`config.mk`:
```
export PLATFORM = sky130hd
export DESIGN_NAME = cdr_symbol_timer
export DESIGN_NICKNAME = d
export VERILOG_FILES = /design/src/rtl/cdr_symbol_timer.sv
export SDC_FILE = /design/constraint.sdc
export NUM_CORES = 1
export LEC_CHECK = 0
export CORE_MARGIN = 5
export CORE_UTILIZATION = 42
export DETAILED_ROUTE_END_ITERATION = 16
export SYNTH_ARGS = -nofsm -noshare
export SYNTH_HDL_FRONTEND = slang
export SYNTH_SLANG_ARGS = --single-unit
export TNS_END_PERCENT = 20
```
`constraint.sdc`:
```
create_clock -name i_clk -period 5.75 [get_ports i_clk]
set_input_delay 1.15 -clock i_clk [delete_from_list [all_inputs] [get_ports i_clk]]
set_output_delay 1.15 -clock i_clk [all_outputs]
set_load 0.01 [all_outputs]
```
`src/rtl/cdr_symbol_timer.sv`:
```
`timescale 1ns/1ps
// cdr_symbol_timer
//   Symbol-timing counter for the CDR. A prescaler phase input marks tick
//   cycles; the counter advances once per tick and wraps after P_act ticks.
//   Single-clock strobes fire after the tick on which the count matches the
//   early (D), mid (M), late (F), phase-detector (E) and freq-synch (S)
//   positions, all decoded from P_act. A new period is taken from i_nb_P only
//   at the symbol wrap; illegal periods are rejected and flagged. A sticky
//   advance/retard request slips the next symbol by one tick.
//
// Ports
//   i_clk            clock
//   i_rst            asynchronous reset, active low
//   i_nb_P           requested period in ticks, sampled at wrap
//   i_cnt_p          prescaler phase; tick when equal to PRE_MAX
//   i_adv / i_ret    request one-tick shorter / longer next symbol
//   o_en_d           early sampling strobe
//   o_en_m           mid sampling strobe
//   o_en_f           late sampling strobe
//   o_en             phase-detector latch strobe
//   o_en_freq_synch  divider period-update strobe
//   o_cnt            current symbol count
//   o_period_err     pulse: i_nb_P rejected at wrap
module cdr_symbol_timer #(
  parameter int CNT_W   = 6,
  parameter int PRE_W   = 2,
  parameter int PRE_MAX = 3,
  parameter int P_DEF   = 24,
  parameter int MIN_P   = 8
) (
  input  logic             i_clk,
  input  logic             i_rst,
  input  logic [CNT_W-1:0] i_nb_P,
  input  logic [PRE_W-1:0] i_cnt_p,
  input  logic             i_adv,
  input  logic             i_ret,
  output logic             o_en_d,
  output logic             o_en_m,
  output logic             o_en_f,
  output logic             o_en,
  output logic             o_en_freq_synch,
  output logic [CNT_W-1:0] o_cnt,
  output logic             o_period_err
);

  localparam logic [CNT_W-1:0] ONE       = CNT_W'(1);
  localparam logic [CNT_W-1:0] P_DEF_C   = CNT_W'(P_DEF);
  localparam logic [CNT_W-1:0] MIN_P_C   = CNT_W'(MIN_P);
  localparam logic [PRE_W-1:0] PRE_MAX_C = PRE_W'(PRE_MAX);

  logic [CNT_W-1:0] cnt;
  logic [CNT_W-1:0] p_act;
  logic [CNT_W-1:0] pos_d, pos_m, pos_f, pos_e, pos_s;
  logic             adv_pend, ret_pend;
  logic             hold0;
  logic             tick, wrap, nb_legal;
  logic             base_adv, base_ret;
  logic             adv_nxt, ret_nxt;

  always_comb begin
    tick     = (i_cnt_p == PRE_MAX_C);
    pos_s    = p_act - ONE;
    pos_d    = ONE;
    pos_m    = ((p_act - ONE) >> 1) - ONE;
    pos_f    = p_act - CNT_W'(4);
    pos_e    = p_act - CNT_W'(3);
    // The second tick spent at count 0 after a retard must not count as a wrap.
    wrap     = tick && !hold0 && (cnt == pos_s);
    nb_legal = (i_nb_P >= MIN_P_C);
  end

  // Pending flags are consumed at the wrap; a request on the wrap cycle is
  // judged against the already-cleared flags so it lands on the next symbol.
  always_comb begin
    base_adv = wrap ? 1'b0 : adv_pend;
    base_ret = wrap ? 1'b0 : ret_pend;
    adv_nxt  = base_adv;
    ret_nxt  = base_ret;
    if (i_adv && !i_ret) begin
      if (base_ret) begin
        adv_nxt = 1'b0;
        ret_nxt = 1'b0;
      end else begin
        adv_nxt = 1'b1;
      end
    end else if (i_ret && !i_adv) begin
      if (base_adv) begin
        adv_nxt = 1'b0;
        ret_nxt = 1'b0;
      end else begin
        ret_nxt = 1'b1;
      end
    end
  end

  always_ff @(posedge i_clk or negedge i_rst) begin
    if (!i_rst) begin
      cnt             <= '0;
      p_act           <= P_DEF_C;
      adv_pend        <= 1'b0;
      ret_pend        <= 1'b0;
      hold0           <= 1'b0;
      o_en_d          <= 1'b0;
      o_en_m          <= 1'b0;
      o_en_f          <= 1'b0;
      o_en            <= 1'b0;
      o_en_freq_synch <= 1'b0;
      o_period_err    <= 1'b0;
    end else begin
      o_en_d          <= tick && (cnt == pos_d);
      o_en_m          <= tick && (cnt == pos_m);
      o_en_f          <= tick && (cnt == pos_f);
      o_en            <= tick && (cnt == pos_e);
      o_en_freq_synch <= tick && (cnt == pos_s) && !hold0;
      o_period_err    <= wrap && !nb_legal;
      adv_pend        <= adv_nxt;
      ret_pend        <= ret_nxt;
      if (tick) begin
        if (hold0) begin
          hold0 <= 1'b0;
        end else if (cnt == pos_s) begin
          if (nb_legal) begin
            p_act <= i_nb_P;
          end
          cnt   <= adv_pend ? ONE : '0;
          hold0 <= ret_pend;
        end else begin
          cnt <= cnt + ONE;
        end
      end
    end
  end

  assign o_cnt = cnt;

endmodule

```
# ---- After elaboration in Yosys (flattened, before gate mapping)
# Cells that the tools add are included.
dict set report classes {
  magnitude_cmp 1
  n_mux 12
  bitwise 1
  eq_ne 6
  n_reduce_logical 17
  addsub 5
}
# cell count
set op_table {}
lappend op_table {{equality test 6 bit} 4}
lappend op_table {{logical AND 1 bit} 11}
lappend op_table {{2-to-1 mux 1 bit} 11}
lappend op_table {{adder 6 x 1 -> 6 bit (second input constant)} 1}
lappend op_table {{equality test 6 x 1 -> 1 bit (second input constant)} 1}
lappend op_table {{>= comparator 6 x 4 -> 1 bit (second input constant)} 1}
lappend op_table {{2-to-1 mux 6 bit} 1}
lappend op_table {{subtractor 5 x 1 -> 6 bit (second input constant)} 1}
lappend op_table {{subtractor 6 x 1 -> 6 bit (second input constant)} 1}
lappend op_table {{subtractor 6 x 2 -> 6 bit (second input constant)} 1}
lappend op_table {{subtractor 6 x 3 -> 6 bit (second input constant)} 1}
lappend op_table {{logical NOT 1 bit} 4}
lappend op_table {{AND reduction 4 bit} 1}
lappend op_table {{equality test 2 bit (second input constant)} 1}
lappend op_table {{AND reduction 2 bit} 1}
lappend op_table {{inverter 1 bit} 1}
dict set report totals {
  regBits 21
  out_inout_bits 12
  elab_cells 53
  input_bits 12
}

# ---- Depth between registers and ports, before layout
# Gate-level depths: netlist of run 1.
dict set report depth {
  ltp_word 7
  depth_mapped 10
  depth_no_buf 9
}

# ---- Least setup slack after synthesis of run 1
# OpenSTA, ideal clock, no wires.
dict set report synth_timing {
  path_kind {input to register}
  startpoint {input i_cnt_p[0]}
  endpoint {register p_act[0]}
  cell_stages 5
  t_arrival_ns 2.373
  setup_ns 0.128
  path_buffers 1
  t_required_ns 5.622
  slack_ns 3.249
  cell_sequence {nand2_1 or2_2 clkbuf_1 nor4_4 mux2_1}
}
dict set report synth_between {
  elab_chain_len 2
}
# item line
set synth_rtl {}
lappend synth_rtl {{from (decl)} 34} ;# input logic [PRE_W-1:0] i_cnt_p,
lappend synth_rtl {{equality test 2 bit} 61} ;# tick = (i_cnt_p == PRE_MAX_C);
lappend synth_rtl {{AND reduction 4 bit (no line)} n/a}
lappend synth_rtl {{to (signal assigned)} 123} ;# p_act <= i_nb_P;
lappend synth_rtl {{to (decl)} 52} ;# logic [CNT_W-1:0] p_act;
# No other way between the ends.
# A chain may end at the register's enable or synchronous reset.

# ---- Worst setup path after layout of run 1
dict set report layout_timing {
  startpoint {input i_cnt_p[0]}
  endpoint {register p_act[2]}
}
# Same word-level chain as after synthesis.

==> metrics.cfg, run 1 <==
[critical_path]
crit_path_end = p_act[2]$_DFFE_PN0P_
cp.required_ns = 5.89
cp.arrival_ns = 3.00
r2r_start = p_act[0]$_DFFE_PN0P_
critPathLaunch = i_cnt_p[0]
worstSetupEndpointType = flip-flop
r2r_cells = 9
r2r_end = o_en_m$_DFF_PN0_
critPathMaxFanout = 15
criticalPathCategory = input pin to flip-flop
cp-start-kind = input pin
r2r_slack_ns = 2.96

[layout]
utilization_pct = 49.5
fillers = 362
fin_nets = 218
num_antenna_cells = 0
area_growth_pct = 16.8
layout-drive-gt1-share_pct = 9.09
instances_no_fill = 248

[timing]
drv_slew = 0
worst_slew_pin_slew_ns = 0.971
hold_viol = 0
fin_crit_ns = 2.86
maxSlewHeadroom_pct = 35.1
rsz0062_at_grt = no
min_period_over_period_pct = 49.7
max_freq_ghz = 0.350
finalSetupTns_ns = 0
setup_violations = 0
fin_skew_ns = 0.00415

[drt]
routed_via_density = 5.64
drt-pass1-iter-count = 4
drt_iter0_drc = 154
vias = 1399
post_drt_wl_per_cell_um = 15.3
drc = 0
routed_wirelength_um = 3790
ant_nets = 0

[clocking]
htreeDepth = 1
cts_inserted_buffers = 3
cts_num_sinks = 21
clock_latency_ns = 0.26
cts_tree = built
clock_path_buffers = 2
clockRootBuffer = clkbuf_8
cts_resized = 0
ctsHoldBuffers = 0
cts.clk_slew.worst_paths_ns = 0.08
post-cts-setup-buffer-count = 0

[floorplanning]
initial_core_util_pct = 42.4
ios = 24
die_w_um = 73.1
die_y_um = 73.1
die_area_um2 = 5340
fp.coreArea_um2 = 3940
fp-row-count = 23

[placed_design]
dp.cells = 244
hpwl_um = 2830
port_buffers = 23
gp_congestion = 0.900

[synthesis]
ys.flop_type = dfrtp_1
synth_area_leaders = dfrtp_1 (28%), xnor2_1 (7.3%), ha_1 (5.2%)
yosys.area.top_type_share_pct = 28.4
ys_warn_count = 0
yosysTopAreaCell = dfrtp_1
syn_avg_cell_area_um2 = 9.13
synth_cells = 183
synth_fp_nets = 202
ys_async_sr_fraction_pct = 100
ys_ff_latch = 21
synth-edff-count = 0
synth_cell_types = 52
yosysSeqAreaShare_pct = 31.6
synth_area_um2 = 1670

[global_route]
grt_pass1_wl_um = 6740
overflow = 0
grt_pass1_vias = 1400
antenna_found_initial = 0
grtUsageTotal_pct = 15.9
grt_max_degree = 22

[job]
drv_cap = 0

[pwr]
p_leak_nw = 0.795
ir_drop_mv = 0.179
powerDensity_nw_per_um2 = 348

[run_status]
status = complete, no violations

[worst_hold_path]
hp-class = flip-flop to flip-flop

## Yosys cell counts, drive strengths merged, types with 3 or more instances
cell / n
o2bb2ai: 3
buf: 10
a21o: 3
xor2: 8
inv: 9
clkbuf: 4
nor2b: 4
mux2: 4
a21oi: 5
nor3: 9
dfrtp: 19
nor2: 9
o31ai: 5
nand2: 16
mux2i: 3
nor4: 3
and2: 3
o21ai: 5
ha: 7
xnor2: 14
## how the worst min path moves through the flow
stage,start,slack (ns),cells after the start,endpoint
final,ret_pend$_DFF_PN0_,0.56,1,hold0$_DFFE_PN0P_
after global routing,ret_pend$_DFF_PN0_,0.59,1,hold0$_DFFE_PN0P_
after CTS,ret_pend$_DFF_PN0_,0.56,1,hold0$_DFFE_PN0P_
after detailed placement,ret_pend$_DFF_PN0_,0.56,1,hold0$_DFFE_PN0P_
after global placement,ret_pend$_DFF_PN0_,0.56,1,hold0$_DFFE_PN0P_
after floorplan,ret_pend$_DFF_PN0_,0.50,1,hold0$_DFFE_PN0P_
## area by class of cell
type	instances	area, um^2	share of cell area (%)
multi-input combinational	139	1040	53.2
sequential	21	528	27.0
timing repair buffer	25	245	12.6
tap	50	62.6	3.20
clock buffer	4	45.0	2.31
inverter	9	33.8	1.73
## layout by cell type, fill, tap and decap left out, drive strengths merged, types with 2 or more instances in the layout
master         instances
mux2                   4
and4                   2
or4                    2
clkdlybuf4s50         23
nor2                   9
nand2                 16
xnor2                 14
a21oi                  5
nor3                   9
mux2i                  3
dfstp                  2
a21o                   3
o31a                   2
clkbuf                 4
inv                    9
a31oi                  2
nand3b                 2
nand3                  2
ha                     7
nand4                  2
buf                    2
nor2b                  4
o21ai                  5
nor4                   3
dfrtp                 19
o2bb2ai                3
and2                   3
xor2                   8
o31ai                  5
or3                    2
o211ai                 2
a21bo                  2
or2                    2
o22ai                  2
## registers in the layout, indices dropped and copies added, names as in the netlist
signal,cells
p_act,6
ret_pend,1
o_period_err,1
o_cnt,6
hold0,1
o_en_f,1
o_en,1
o_en_m,1
o_en_freq_synch,1
o_en_d,1
adv_pend,1
## worst max-delay path, cell delays in order
cell,delay [ns]
clkdlybuf4s50_1,0.45
nand2_1,0.15
or2_2,0.47
nor4_4,0.40
mux2_1,0.37
## per-stage QoR
step / hold slack, ns / power, mW / setup WS, ns / area (um^2)
floorplan: 0.505 / 0.501 / 3.25 / 1670
global placement: 0.555 / 0.577 / 2.72 / 1910
detailed placement: 0.556 / 0.583 / 2.61 / 1910
CTS: 0.562 / 0.683 / 2.88 / 1950
global route: 0.585 / 0.737 / 2.69 / 1950
finish: 0.557 / 0.680 / 2.89 / 1950
## routing by layer
layer,GRT usage (%),part of all wire (%)
met4,4.30,1.4
met5,0,0
met1,21.2,46
met2,26.3,49
met3,2.89,3.3
## cells by family after synthesis
logic type | Yosys count | share of synthesized area (%)
compound gates | 40 | 17.7
xor+xnor | 23 | 12.9
fa+ha+maj | 7 | 5.24
buf+inv | 23 | 6.29
flops | 21 | 31.6
mux | 7 | 4.49
simple gates | 62 | 21.7
## where the power goes
| group | switching (mW) | internal [mW] | total (mW) |
|---|---|---|---|
| clock network | 0.0494 | 0.0494 | 0.0988 |
| logic | 0.177 | 0.172 | 0.349 |
| registers | 0.0597 | 0.172 | 0.232 |
| total | 0.286 | 0.394 | 0.680 |
(Power assumes the default switching activity.)
==> run 2: changes to the inputs <==
- PLACE_DENSITY: default -> 0.67
- clock period: 5.75 -> 2.3 ns (I/O delays scaled with it)
==> run 2 against run 1 <==
  * Power increased to 2.9 times the previous value
  * Worst setup slack got worse by 2.8 ns
  * Count of clock-buffer cells in the layout is 1 lower
  * First-iteration DRC count fell by 45%
  * Sequential cell count is the same
  * Largest cell class unchanged
  * Critical path type is now flip-flop to flip-flop
  * Worst hold slack lost 0.026 ns
  * Sequential share of layout area decreased by 2.5 points
  * Sequential power is 110% higher
==> metrics.cfg, run 2 (same netlist as run 1, synthesis figures left out) <==
[layout]
layout-drive-gt1-share_pct = 20.6  ; +12 points
instances_no_fill = 268  ; +8.1%
layout.cells.most_common = clkdlybuf4s50_1
fin_nets = 238  ; +9.2%
seq_area_um2 = 528  ; unchanged
layout_common_cells = clkdlybuf4s50_1 (23), buf_4 (22), dfrtp_1 (19), nand2_1 (16), xnor2_1 (13)
num_antenna_cells = 0  ; unchanged
multi_input_area_um2 = 1080  ; +4.2%
fillers = 345  ; -4.7%
design_area_um2 = 2150  ; +10%
area_growth_pct = 28.7
utilization_pct = 54.6  ; +5.0 points

[critical_path]
worstSetupEndpointType = flip-flop
critPathMaxFanout = 7  ; -8
r2r_slack_ns = 0.08  ; -2.88 ns
r2r_end = o_cnt[0]$_DFFE_PN0P_
r2r_start = p_act[2]$_DFFE_PN0P_
cp.arrival_ns = 2.38  ; -0.62 ns
r2r_cells = 6  ; -3
critPathLaunch = p_act[2]$_DFFE_PN0P_
criticalPathCategory = flip-flop to flip-flop
cp.required_ns = 2.46  ; -3.43 ns
cp-start-kind = flip-flop

[global_route]
overflow = 0  ; unchanged
grt_max_degree = 22  ; unchanged
grtUsageTotal_pct = 16.2  ; +0.30 points
antenna_found_initial = 0  ; unchanged
grt_pass1_vias = 1526  ; +9.0%
grt_pass1_wl_um = 6980  ; +3.5%

[timing]
maxSlewHeadroom_pct = 47.8  ; +13 points
max_freq_ghz = 0.450
fin_crit_ns = 2.22
worst_slew_pin_slew_ns = 0.778  ; -0.193 ns
min_period_over_period_pct = 96.5
setup_violations = 0  ; unchanged
finalHoldWorstSlack_ns = 0.532  ; -0.0256 ns
fin_ws_ns = 0.0795  ; -2.81 ns
fin_skew_ns = 0.00863  ; +0.00449 ns
drv_slew = 0  ; unchanged
hold_viol = 0  ; unchanged

[floorplanning]
die_w_um = 73.1  ; unchanged
initial_core_util_pct = 42.4  ; unchanged
fp-row-count = 23  ; unchanged
die_area_um2 = 5340  ; unchanged
fp.coreArea_um2 = 3940  ; unchanged
die_y_um = 73.1  ; unchanged
ios = 24  ; unchanged

[drt]
drt_iter0_drc = 84  ; -45%
routed.top_layer = met4
ant_nets = 0  ; unchanged
routed-wl-met3_um = 169  ; +35%
route.met2.wl_um = 2150  ; +16%
routed_wirelength_um = 4100  ; +8.0%
routed_via_density = 5.54  ; -1.8%
post_drt_wl_per_cell_um = 15.3  ; about the same
drt-pass1-iter-count = 4  ; unchanged
wl_met1_um = 1760  ; -0.40%
vias = 1484  ; +6.1%
drc = 0  ; unchanged

[clocking]
cts_inserted_buffers = 3  ; unchanged
clockRootBuffer = clkbuf_8
cts_num_sinks = 21  ; unchanged
clock_path_buffers = 2  ; unchanged
clock_latency_ns = 0.27  ; about the same
cts.clk_slew.worst_paths_ns = 0.09  ; about the same
htreeDepth = 1  ; unchanged
post-cts-setup-buffer-count = 0  ; unchanged
cts_tree = built

[placed_design]
gp_congestion = 0.950  ; +5.5%
port_buffers = 23  ; unchanged
hpwl_um = 3210  ; +13%
post-place-ws_ns = 0.0188  ; -2.59 ns
dp.cells = 264  ; +8.2%
place_area_um2 = 2070  ; +8.3%

[job]
drv_cap = 0  ; unchanged

[worst_hold_path]
hp-class = input pin to async pin

[pwr]
ir_drop_mv = 0.426  ; +140%
p_leak_nw = 0.896  ; +13%
powerDensity_nw_per_um2 = 903  ; +160%

[run_status]
status = complete, no violations

## run 2: cell types whose count changed in the layout (fill, tap and decap cells not counted), sizes merged
cell,delta
buf,+20
clkbuf,-1
clkinvlp,+1
## run 2: layer usage
layer	GRT usage, %	vias up
met5	0	-
met4	2.25	0
met3	2.07	4
met2	30.4	40
met1	19.9	720
li1	-	720
## run 2: through the flow
| stage | TNS [ns] | power (mW) |
|---|---|---|
| global route | -0.00256 | 2.07 |
| finish | 0 | 1.94 |
| floorplan | -0.0749 | 1.26 |
| global placement | 0 | 1.60 |
| CTS | 0 | 1.90 |
| detailed placement | 0 | 1.63 |
## run 2: worst max-delay path, stage by stage (launching register included)
cell and delay, ns:
dfrtp_1 0.45, or3_4 0.43, nor3_2 0.14, xnor2_1 0.26, buf_4 0.25, o311ai_0 0.32, a21bo_2 0.26
## run 2: repair_timing
action	4_1_cts	5_1_grt
hold buffers	0	0
pin swaps	0	1
endpoints found under the setup margin	1	8
resized for setup	1	4
## run 2: layout make-up
cell class	count	share of cell area [%]
multi-input cells	139	50.3
flip-flops and latches	21	24.5
repair buffers	45	18.4
well taps	50	2.91
clock buffers	3	1.92
inverters	9	1.57
clock inverters	1	0.349
## run 2: worst max path at each step
stage / depth (start not counted) / slack [ns] / end
6_report: 6 / 0.08 / o_cnt[0]$_DFFE_PN0P_
5_1_grt: 9 / -0.003 / o_en_m$_DFF_PN0_
4_1_cts: 9 / 0.01 / o_en_m$_DFF_PN0_
3_5_place_dp: 8 / 0.02 / o_cnt[0]$_DFFE_PN0P_
3_3_place_gp: 8 / 0.09 / o_period_err$_DFF_PN0_
2_1_floorplan: 9 / -0.02 / p_act[0]$_DFFE_PN0P_
## run 2: power by group
group	internal [mW]	leakage [nW]	switching [mW]
Combinational	0.573	0.616	0.630
Clock	0.122	0.0217	0.136
Sequential	0.431	0.258	0.0508
Total	1.13	0.896	0.817
==> run 3: changes to the inputs <==
- TNS_END_PERCENT: 20 -> default
==> run 3 against run 2 <==
  * Largest power group unchanged
  * Global-route usage is 0.070 points higher
  * Combinational power about the same
  * Critical endpoint is now p_act[2]$_DFFE_PN0P_
  * Maximum frequency fell by 1.2%
  * Count of clock-buffer cells in the layout unchanged
  * Via count increased by 2.3%
  * Register-to-register slack worse by 0.03 ns
  * Sequential power up 4.4%
  * Sequential cell count did not move
  * Wire length grew 1.8%
  * Worst setup slack lost 0.027 ns
  * Critical path depth rose by 2
==> metrics.cfg, run 3 (same netlist as run 1, synthesis figures left out) <==
[pwr]
p_leak_nw = 0.923  ; +2.9%
powerDensity_nw_per_um2 = 893  ; -1.2%
ir_drop_mv = 0.305  ; -28%
intPower_mw = 1.14  ; +0.90%
switching_share_pct = 41.8  ; -0.18 points
power_frac_comb_pct = 61.4  ; -0.5 points
p_switching_mw = 0.818  ; +0.15%
pwr-share-clk_pct = 12.9  ; -0.4 points
p_seq_share_pct = 25.7  ; +0.9 points

[global_route]
grtUsageTotal_pct = 16.3  ; +0.070 points
grt_pass1_wl_um = 6800  ; -2.5%
grt_pass1_vias = 1467  ; -3.9%
grt_max_degree = 22  ; unchanged
overflow = 0  ; unchanged
antenna_found_initial = 0  ; unchanged

[placed_design]
post-place-ws_ns = -0.0259  ; -0.0447 ns
hpwl_um = 3160  ; -1.3%
dp.cells = 262  ; -0.76%
port_buffers = 23  ; unchanged
gp_congestion = 0.969  ; +2.1%
place_area_um2 = 2060  ; -0.42%

[drt]
routed_wirelength_um = 4170  ; +1.8%
routed-wl-met3_um = 191  ; +13%
drt_iter0_drc = 179  ; +110%
wl_met1_um = 1780  ; +1.4%
drc = 0  ; unchanged
routed.top_layer = met4
ant_nets = 0  ; unchanged
route.met2.wl_um = 2150  ; unchanged
routed_via_density = 5.62  ; +1.5%
post_drt_wl_per_cell_um = 15.4  ; +1.0%
vias = 1518  ; +2.3%
drt-pass1-iter-count = 4  ; unchanged

[critical_path]
cp.arrival_ns = 2.40  ; +0.02 ns
path_cells = buf_4 -> buf_4 -> or3_4 -> nor3_2 -> xnor2_1 -> nor4_4 -> buf_4 -> mux2_1
cp-start-kind = flip-flop
worstSetupEndpointType = flip-flop
critPathMaxFanout = 4  ; -3
r2r_cells = 8  ; +2
critPathBufInv = 3  ; +2
crit_cells = 8  ; +2
critPathLaunch = p_act[3]$_DFFE_PN1P_
criticalPathCategory = flip-flop to flip-flop
r2r_start = p_act[3]$_DFFE_PN1P_
cp_top_family = simple AND/OR/NAND/NOR gates
crit_top_cell = buf_4
cp.required_ns = 2.45  ; about the same
cp_slowest_cell = dfstp_2
cpPeakStageDelay_ns = 0.37  ; -0.08 ns

[clocking]
clock_path_buffers = 2  ; unchanged
clockRootBuffer = clkbuf_8
cts_tree = built
cts_num_sinks = 21  ; unchanged
cts.clk_slew.worst_paths_ns = 0.08  ; about the same
clock_latency_ns = 0.26  ; about the same
cts_inserted_buffers = 3  ; unchanged
htreeDepth = 1  ; unchanged

[job]
drv_cap = 0  ; unchanged

[floorplanning]
fp-row-count = 23  ; unchanged
die_w_um = 73.1  ; unchanged
initial_core_util_pct = 42.4  ; unchanged
fp.coreArea_um2 = 3940  ; unchanged
die_y_um = 73.1  ; unchanged
die_area_um2 = 5340  ; unchanged
ios = 24  ; unchanged

[layout]
layout.cells.most_common = buf_4
layout-drive-gt1-share_pct = 22.7  ; +2.1 points
area_growth_pct = 31.0
num_antenna_cells = 0  ; unchanged
design_area_um2 = 2190  ; +1.8%
fin_nets = 240  ; +0.84%
layout_common_cells = buf_4 (24), clkdlybuf4s50_1 (23), dfrtp_1 (18), nand2_1 (16), xnor2_1 (13)
instances_no_fill = 270  ; +0.75%

[timing]
drv_slew = 0  ; unchanged
min_period_over_period_pct = 97.7  ; +1.2 points
fin_crit_ns = 2.25  ; +0.0271 ns
finalHoldWorstSlack_ns = 0.537  ; +0.00564 ns
max_freq_ghz = 0.445  ; -1.2%
hold_viol = 0  ; unchanged
maxSlewHeadroom_pct = 61.7  ; +14 points
worst_slew_pin_slew_ns = 0.570  ; -0.208 ns
fin_ws_ns = 0.0524  ; -0.0271 ns
fin_skew_ns = 0.00268  ; -0.00595 ns
setup_violations = 0  ; unchanged
finalSetupTns_ns = 0  ; unchanged

[worst_hold_path]
hp-class = input pin to async pin

[run_status]
status = complete, no violations

## run 3: worst paths after layout
| kind | end | slack [ns] |
|---|---|---|
| max | p_act[2]$_DFFE_PN0P_ | 0.05 |
| min | o_cnt[5]$_DFFE_PN0P_ | 0.54 |
| max reg2reg | p_act[2]$_DFFE_PN0P_ | 0.05 |
| min reg2reg | p_act[3]$_DFFE_PN1P_ | 0.55 |
| max in group asynchronous | p_act[3]$_DFFE_PN1P_ | 1.48 |
| min in group i_clk | p_act[3]$_DFFE_PN1P_ | 0.55 |
## run 3: timing repair
item | 4_1_cts | 5_1_grt
hold buffers | 0 | 0
setup buffers | 0 | 4
pin swaps | 1 | 3
endpoints found under the setup margin | 1 | 12
gates resized for setup | 1 | 10
## run 3: metrics by stage
stage / total power [mW] / utilization [%]
floorplan: 1.27 / -
CTS: 1.86 / 53.4
global placement: 1.58 / 52.2
detailed placement: 1.60 / 52.2
global route: 2.09 / 55.5
finish: 1.95 / 55.5
## run 3: layer usage
metal | track usage [%] | up-vias
li1 | - | 729
met1 | 20.2 | 736
met2 | 28.5 | 49
met3 | 2.89 | 4
met4 | 4.92 | 0
met5 | 0 | -
## run 3: final cells by class
type	count	area [um^2]
clock buffers	3	41.3
fillers	338	1750
flip-flops and latches	21	529
multi-input cells	139	1110
well taps	50	62.6
clock inverters	1	5.00
repair buffers	47	410
inverters	9	33.8
## run 3: power groups by stage
stage               sequential [mW]  clock [mW]  combinational (mW)
floorplan                     0.492           0               0.779
detailed placement            0.511           0                1.09
finish                        0.503       0.252                1.20
global route                  0.510       0.280                1.30
global placement              0.508           0                1.07
CTS                           0.504       0.260                1.10
